$ cat src/rtl/uart_rx_frame_ctrl_if.sv
// Byte-receiver and payload-stream signals of the UART frame controller.
// The slave modport is the controller's view; the master modport is the surrounding logic.
interface uart_rx_frame_ctrl_if;
   logic       i_RxDone;
   logic [7:0] i_RxByte;
   logic       i_FrameReady;
   logic [7:0] o_FrameData;
   logic       o_FrameValid;
   logic       o_FrameLast;
   logic       o_FrameOk;
   logic       o_FrameErr;
   logic [1:0] o_ErrCode;

   modport slave (
      input  i_RxDone,
      input  i_RxByte,
      input  i_FrameReady,
      output o_FrameData,
      output o_FrameValid,
      output o_FrameLast,
      output o_FrameOk,
      output o_FrameErr,
      output o_ErrCode
   );

   modport master (
      output i_RxDone,
      output i_RxByte,
      output i_FrameReady,
      input  o_FrameData,
      input  o_FrameValid,
      input  o_FrameLast,
      input  o_FrameOk,
      input  o_FrameErr,
      input  o_ErrCode
   );
endinterface

$ cat src/rtl/uart_rx_frame_ctrl.sv
// UART frame parser: SYNC 0x55, LEN, LEN payload bytes, CHK = (LEN + sum) mod 256.
// Payload leaves on a valid/ready stream; completion and abort are one-cycle pulses.
module uart_rx_frame_ctrl #(
   parameter int SYS_CLOCK     = 50000000,
   parameter int UART_BAUDRATE = 115200,
   parameter int MAX_LEN       = 16,
   parameter int TIMEOUT_BYTES = 2
) (
   input  logic                  i_SysClock,
   input  logic                  i_Reset,
   uart_rx_frame_ctrl_if.slave   bus
);

   typedef enum logic [1:0] {
      ST_IDLE    = 2'd0,
      ST_LEN     = 2'd1,
      ST_PAYLOAD = 2'd2,
      ST_CHK     = 2'd3
   } state_t;

   localparam logic [7:0]  SYNC_BYTE    = 8'h55;
   localparam logic [7:0]  MAX_LEN8     = 8'(MAX_LEN);
   localparam int unsigned TO_LIMIT     = TIMEOUT_BYTES * 10 * (SYS_CLOCK / UART_BAUDRATE);
   localparam logic [31:0] TO_LAST      = 32'(TO_LIMIT - 1);
   localparam logic [1:0]  ERR_LEN      = 2'd0;
   localparam logic [1:0]  ERR_CHK      = 2'd1;
   localparam logic [1:0]  ERR_TIMEOUT  = 2'd2;
   localparam logic [1:0]  ERR_OVERFLOW = 2'd3;

   function automatic logic [7:0] sum8(input logic [7:0] a, input logic [7:0] b);
      sum8 = a + b;
   endfunction

   state_t      state_q, state_d;
   logic        rx_done_q;
   logic [7:0]  data_q, data_d;
   logic        valid_q, valid_d;
   logic        last_q, last_d;
   logic        ok_q, ok_d;
   logic        err_q, err_d;
   logic [1:0]  code_q, code_d;
   logic [7:0]  cnt_q, cnt_d;
   logic [7:0]  sum_q, sum_d;
   logic [31:0] timer_q, timer_d;

   logic strobe_s, accept_s, timeout_s, len_bad_s, overflow_s;

   assign strobe_s   = bus.i_RxDone & ~rx_done_q;
   assign accept_s   = valid_q & bus.i_FrameReady;
   assign timeout_s  = (state_q != ST_IDLE) && !strobe_s && (timer_q == TO_LAST);
   assign len_bad_s  = (bus.i_RxByte == 8'd0) || (bus.i_RxByte > MAX_LEN8);
   // A new payload byte while the previous one is still unaccepted cannot be stored.
   assign overflow_s = valid_q & ~bus.i_FrameReady;

   always_ff @(posedge i_SysClock or posedge i_Reset) begin
      if (i_Reset) begin
         state_q <= ST_IDLE;
      end else begin
         state_q <= state_d;
      end
   end

   always_comb begin
      state_d = state_q;
      if (strobe_s) begin
         case (state_q)
            ST_IDLE:    state_d = (bus.i_RxByte == SYNC_BYTE) ? ST_LEN : ST_IDLE;
            ST_LEN:     state_d = len_bad_s ? ST_IDLE : ST_PAYLOAD;
            ST_PAYLOAD: begin
               if (overflow_s) begin
                  state_d = ST_IDLE;
               end else if (cnt_q == 8'd1) begin
                  state_d = ST_CHK;
               end else begin
                  state_d = ST_PAYLOAD;
               end
            end
            ST_CHK:     state_d = ST_IDLE;
            default:    state_d = ST_IDLE;
         endcase
      end else if (timeout_s) begin
         state_d = ST_IDLE;
      end else begin
         state_d = state_q;
      end
   end

   always_comb begin
      data_d  = data_q;
      last_d  = last_q;
      valid_d = valid_q & ~accept_s;
      ok_d    = 1'b0;
      err_d   = 1'b0;
      code_d  = code_q;
      cnt_d   = cnt_q;
      sum_d   = sum_q;
      // The gap timer only runs inside a frame and restarts on every byte.
      if ((state_q == ST_IDLE) || strobe_s || timeout_s) begin
         timer_d = 32'd0;
      end else begin
         timer_d = timer_q + 32'd1;
      end
      if (strobe_s) begin
         case (state_q)
            ST_IDLE: begin
               cnt_d = 8'd0;
               sum_d = 8'd0;
            end
            ST_LEN: begin
               if (len_bad_s) begin
                  err_d  = 1'b1;
                  code_d = ERR_LEN;
               end else begin
                  cnt_d = bus.i_RxByte;
                  sum_d = bus.i_RxByte;
               end
            end
            ST_PAYLOAD: begin
               if (overflow_s) begin
                  err_d  = 1'b1;
                  code_d = ERR_OVERFLOW;
               end else begin
                  data_d  = bus.i_RxByte;
                  valid_d = 1'b1;
                  last_d  = (cnt_q == 8'd1);
                  sum_d   = sum8(sum_q, bus.i_RxByte);
                  cnt_d   = cnt_q - 8'd1;
               end
            end
            ST_CHK: begin
               if (bus.i_RxByte == sum_q) begin
                  ok_d = 1'b1;
               end else begin
                  err_d  = 1'b1;
                  code_d = ERR_CHK;
               end
            end
            default: begin
               cnt_d = 8'd0;
               sum_d = 8'd0;
            end
         endcase
      end else if (timeout_s) begin
         err_d  = 1'b1;
         code_d = ERR_TIMEOUT;
      end else begin
         err_d = 1'b0;
      end
   end

   always_ff @(posedge i_SysClock or posedge i_Reset) begin
      if (i_Reset) begin
         rx_done_q <= 1'b1;
         data_q    <= 8'd0;
         valid_q   <= 1'b0;
         last_q    <= 1'b0;
         ok_q      <= 1'b0;
         err_q     <= 1'b0;
         code_q    <= 2'd0;
         cnt_q     <= 8'd0;
         sum_q     <= 8'd0;
         timer_q   <= 32'd0;
      end else begin
         rx_done_q <= bus.i_RxDone;
         data_q    <= data_d;
         valid_q   <= valid_d;
         last_q    <= last_d;
         ok_q      <= ok_d;
         err_q     <= err_d;
         code_q    <= code_d;
         cnt_q     <= cnt_d;
         sum_q     <= sum_d;
         timer_q   <= timer_d;
      end
   end

   assign bus.o_FrameData  = data_q;
   assign bus.o_FrameValid = valid_q;
   assign bus.o_FrameLast  = last_q;
   assign bus.o_FrameOk    = ok_q;
   assign bus.o_FrameErr   = err_q;
   assign bus.o_ErrCode    = code_q;

endmodule

$ cat src/flat_wrapper.sv
// flat-port wrapper written by rule: the top's interface ports become plain ports
module uart_rx_frame_ctrl_flat 
#(
   parameter int SYS_CLOCK     = 50000000,
   parameter int UART_BAUDRATE = 115200,
   parameter int MAX_LEN       = 16,
   parameter int TIMEOUT_BYTES = 2
)
  (i_SysClock, i_Reset, bus_i_RxDone, bus_i_RxByte, bus_i_FrameReady, bus_o_FrameData, bus_o_FrameValid, bus_o_FrameLast, bus_o_FrameOk, bus_o_FrameErr, bus_o_ErrCode);
  uart_rx_frame_ctrl_if bus_i ();
  input  logic i_SysClock;
  input  logic i_Reset;
  input wire logic [$bits(bus_i.i_RxDone)-1:0] bus_i_RxDone;
  input wire logic [$bits(bus_i.i_RxByte)-1:0] bus_i_RxByte;
  input wire logic [$bits(bus_i.i_FrameReady)-1:0] bus_i_FrameReady;
  output wire logic [$bits(bus_i.o_FrameData)-1:0] bus_o_FrameData;
  output wire logic [$bits(bus_i.o_FrameValid)-1:0] bus_o_FrameValid;
  output wire logic [$bits(bus_i.o_FrameLast)-1:0] bus_o_FrameLast;
  output wire logic [$bits(bus_i.o_FrameOk)-1:0] bus_o_FrameOk;
  output wire logic [$bits(bus_i.o_FrameErr)-1:0] bus_o_FrameErr;
  output wire logic [$bits(bus_i.o_ErrCode)-1:0] bus_o_ErrCode;
  assign bus_i.i_RxDone = bus_i_RxDone;
  assign bus_i.i_RxByte = bus_i_RxByte;
  assign bus_i.i_FrameReady = bus_i_FrameReady;
  assign bus_o_FrameData = bus_i.o_FrameData;
  assign bus_o_FrameValid = bus_i.o_FrameValid;
  assign bus_o_FrameLast = bus_i.o_FrameLast;
  assign bus_o_FrameOk = bus_i.o_FrameOk;
  assign bus_o_FrameErr = bus_i.o_FrameErr;
  assign bus_o_ErrCode = bus_i.o_ErrCode;
  uart_rx_frame_ctrl #(.SYS_CLOCK(SYS_CLOCK), .UART_BAUDRATE(UART_BAUDRATE), .MAX_LEN(MAX_LEN), .TIMEOUT_BYTES(TIMEOUT_BYTES)) u_core (.i_SysClock(i_SysClock), .i_Reset(i_Reset), .bus(bus_i));
endmodule
$ cat config.mk
export PLATFORM = sky130hd
export DESIGN_NAME = uart_rx_frame_ctrl_flat
export DESIGN_NICKNAME = d
export VERILOG_FILES = /design/src/rtl/uart_rx_frame_ctrl_if.sv /design/src/rtl/uart_rx_frame_ctrl.sv /design/src/flat_wrapper.sv
export SDC_FILE = /design/constraint.sdc
export NUM_CORES = 1
export LEC_CHECK = 0
export CAP_MARGIN = 20
export CORE_ASPECT_RATIO = 1.5
export CORE_MARGIN = 2
export CORE_UTILIZATION = 53
export DETAILED_ROUTE_END_ITERATION = 16
export HOLD_SLACK_MARGIN = 0.12
export PLACE_DENSITY = 0.76
export SETUP_SLACK_MARGIN = 0.02
export SYNTH_ARGS = -nofsm -noshare
export SYNTH_HDL_FRONTEND = slang
export SYNTH_SLANG_ARGS = --single-unit
$ cat constraint.sdc
create_clock -name i_SysClock -period 2.1 [get_ports i_SysClock]
set_input_delay 0.42 -clock i_SysClock [delete_from_list [all_inputs] [get_ports i_SysClock]]
set_output_delay 0.42 -clock i_SysClock [all_outputs]
set_load 0.05 [all_outputs]
==> impl_metrics.csv <==
group,metric,value,unit
run_status,status,"complete, but fails checks",
run_status,violations,"setup timing",
clock_tree,cts_made_buffers,9,
clock_tree,clock_sinks,65,
setup_path,crit_buf_inv,0,
synth,ys_async_sr_fraction,100,%
setup_path,crit_path_end_kind,"flip-flop",
pwr,p_total,2.62,mW
sta,slew_viol_final,0,
pwr,ir_drop,0.000435,V
global_routing,antenna_found_initial,0,
synth,synth_fp_nets,434,
global_routing,grt_max_degree,66,
synth,yosysUniqueCellTypes,57,
pwr,p_int,1.99,mW
floorplan,io-pin-count,26,
synth,synthCells,405,
setup_path,path_max_fanout,6,
sta,slew_headroom,64.7,%
clock_tree,htreeDepth,3,
setup_path,ff2ff_path_depth,5,
min_path,hp-class,"in -> async",
setup_path,timing.rr.start,"u_core.timer_q[3]",
synth,synth_seq_area_share,43.8,%
detailed_routing,finalWirelength,11.0,mm
setup_path,r2r_end,"u_core.timer_q[31]",
synth,yosysWarnings,0,
detailed_routing,antenna_left,0,
detailed_routing,drtPass1Iterations,5,
floorplan,die_w,72.4,um
synth,synth_seq_cells,65,
global_routing,overflow,0,
setup_path,crit_family,"simple AND/OR/NAND/NOR gates",
clock_tree,cts_tree,"built",
cells_and_area,fin_area,0.00506,mm2
setup_path,crit_path_cell_trace,"nand2_2 -> or3_4 -> or4_4 -> or4_4 -> a21oi_2",
pwr,powerDensity,517,mW/mm2
setup_path,slowest_delay,0.58,ns
sta,rsz0062_at_grt,"true",
synth,syn_area_per_cell,9.18,um2
sta,period_share,101,%
setup_path,cp_slowest_cell,"or4_4",
cells_and_area,antenna_cells,0,
floorplan,fp-row-count,37,
cells_and_area,filler_cell_count,474,
pwr,p_clk_share,45.4,%
pwr,p_seq_share,47.9,%
sta,timing.final.ws_setup,-0.0117,ns
cells_and_area,nNetsFinal,529,
cells_and_area,drive_above_1_share,28.1,%
detailed_routing,wl_per_cell,18.9,um
clock_tree,clockBufferDepth,2,
synth,syn_area,0.00372,mm2
setup_path,critPathLaunch,"u_core.timer_q[3]",
sta,worstMarginPinSlew,0.527,ns
setup_path,critPathLaunchType,"flip-flop",
pwr,p_leak,2.11,nW
sta,fmaxAchievable,474,MHz
pwr,netSwitchingPower,0.625,mW
synth,synth_edf_count,0,
clock_tree,clk_pin_slew,0.08,ns
sta,hold_viol,0,
setup_path,r2r_slack,-0.01,ns
pwr,combPwrFrac,6.7,%
sta,skew,0.00967,ns
global_routing,grt_pass1_vias,3572,
flow_run,drv_cap,0,
setup_path,cp_common_cell,"or4_4",
global_routing,grt_pass1_wl,16.4,mm
placement,port_buffers,25,
placement,globalplace.congestion,0.953,
clock_tree,cts_root_buf,"clkbuf_8",
placement,dp_hpwl,6.96,mm
sta,setup_viol,2,
detailed_routing,drc,0,
setup_path,path_depth,5,
placement,place_area,0.00450,mm2
detailed_routing,detail_route.vias_per_cell,6.32,
detailed_routing,num_vias,3685,
floorplan,start_util,54.3,%
setup_path,cp.required,2.39,ns
clock_tree,clock_latency,0.36,ns
detailed_routing,drtIter0Drc,229,
setup_path,arrival,2.40,ns
cells_and_area,syn_to_final_growth,36.2,%
synth,ys.flop_type,"dfrtp_1",
floorplan,die_area,0.00772,mm2
cells_and_area,final_common_cell,"buf_4",
pwr,swShare,23.9,%
floorplan,core_area,0.00685,mm2
setup_path,crit_type,"reg -> reg",
sta,fin_crit,2.11,ns
cells_and_area,final_cell_mix,"65 x buf_4, 64 x dfrtp_1, 46 x nand2_1, 36 x nor2_1, 22 x o21ai_0",
floorplan,die_h,107,um
global_routing,track_usage,27.7,%
[tightest hold or removal path: stages]
cell             delay [ns]
clkdlybuf4s50_1        0.41
inv_2                  0.07
buf_12                 0.29
[kinds of logic after synthesis]
kind of cell / share of synthesized area [%]
simple gates: 24.5
xor+xnor: 7.06
mux: 2.99
compound gates: 12.4
buf+inv: 3.40
fa+ha+maj: 5.92
flops: 43.8
[what timing repair did]
| item | 4_1_cts | 5_1_grt |
|---|---|---|
| buffers inserted | 4 | 4 |
| gates cloned | 2 | 2 |
| hold endpoints to repair | 0 | 0 |
| gates resized for setup | 19 | 30 |
| setup endpoints to repair | 41 | 49 |
| hold buffers | 0 | 0 |
| pin swaps | 3 | 9 |
[power groups by stage]
| stage | combinational [mW] | sequential, mW | clock [mW] |
|---|---|---|---|
| after floorplan | 0.0613 | 1.28 | 0 |
| final | 0.175 | 1.25 | 1.19 |
| after CTS | 0.161 | 1.25 | 1.20 |
| after global routing | 0.187 | 1.25 | 1.26 |
| after global placement | 0.149 | 1.28 | 0 |
| after detailed placement | 0.152 | 1.28 | 0 |
[per-layer routing]
metal | vias to the layer above | routed length, um | global-route usage, %
met3 | 63 | 594 | 6.20
met1 | 1785 | 3870 | 28.5
met2 | 189 | 5920 | 50.1
met5 | - | 0 | 0
met4 | 0 | 608 | 15.7
li1 | 1648 | - | -
[per-stage QoR]
stage	hold slack [ns]	utilization [%]	setup slack [ns]	std cells	TNS, ns
global route	0.476	73.9	-0.0793	583	-0.297
CTS	0.452	70.6	0.00524	577	0
detailed placement	0.474	65.7	-0.530	555	-8.25
finish	0.425	73.9	-0.0117	583	-0.0199
floorplan	0.424	-	0.0478	405	0
global placement	0.457	65.7	-0.398	555	-6.74
[cells in the mapped netlist, types with 2 or more instances]
library cell   n  area (um2)
a211oi_1       4        30.0
a21boi_0       2        15.0
a21oi_1       12        60.1
a22oi_1        2        15.0
a31oi_1        2        12.5
a32oi_1        3        26.3
and2_1         2        12.5
and4_1         5        43.8
buf_2          2        10.0
clkbuf_1      12        45.0
dfrtp_1       64        1600
ha_1          16         200
inv_1         18        67.6
mux2_2         9         101
nand2_1       49         184
nand2b_1       2        12.5
nand3_1       16        80.1
nand4_1        6        37.5
nor2_1        37         139
nor2b_1        2        12.5
nor3_1        13        65.1
nor3b_1        2        15.0
nor4_1        13        81.3
o2111ai_1      2        17.5
o211ai_1       2        15.0
o21ai_0       23         115
o21ai_1        9        45.0
o21bai_1       2        15.0
o2bb2ai_1      2        17.5
o31ai_1        3        22.5
or2_2          2        12.5
or3_1         12        75.1
or4_1          3        22.5
xnor2_1       20         175
xor2_1        10        87.6
[sequential cells by signal, indices dropped and copies added (netlist names)]
signal and flops:
u_core.rx_done_q 1, u_core.bus.o_FrameOk 1, u_core.sum_q 8, u_core.bus.o_FrameErr 1
u_core.cnt_q 8, u_core.state_q 2, u_core.bus.o_FrameLast 1, u_core.bus.o_ErrCode 2
u_core.timer_q 32, u_core.bus.o_FrameValid 1, u_core.bus.o_FrameData 8
[final cells by class]
type | instances | area, um2 | area share [%]
timing repair buffer | 96 | 835 | 16.5
tap | 78 | 97.6 | 1.93
sequential | 65 | 1630 | 32.1
inverter | 19 | 71.3 | 1.41
multi-input combinational | 309 | 2210 | 43.7
clock inverter | 7 | 95.1 | 1.88
clock buffer | 9 | 124 | 2.45
[how the worst max path moves through the flow]
stage | to | slack, ns
final | u_core.timer_q[31] | -0.01
after global routing | u_core.sum_q[4] | -0.08
after CTS | u_core.cnt_q[6] | 0.005
after detailed placement | u_core.cnt_q[6] | -0.53
after global placement | u_core.cnt_q[5] | -0.40
after floorplan | u_core.cnt_q[7] | 0.05
No activity file was read; power rests on OpenSTA's default activity.
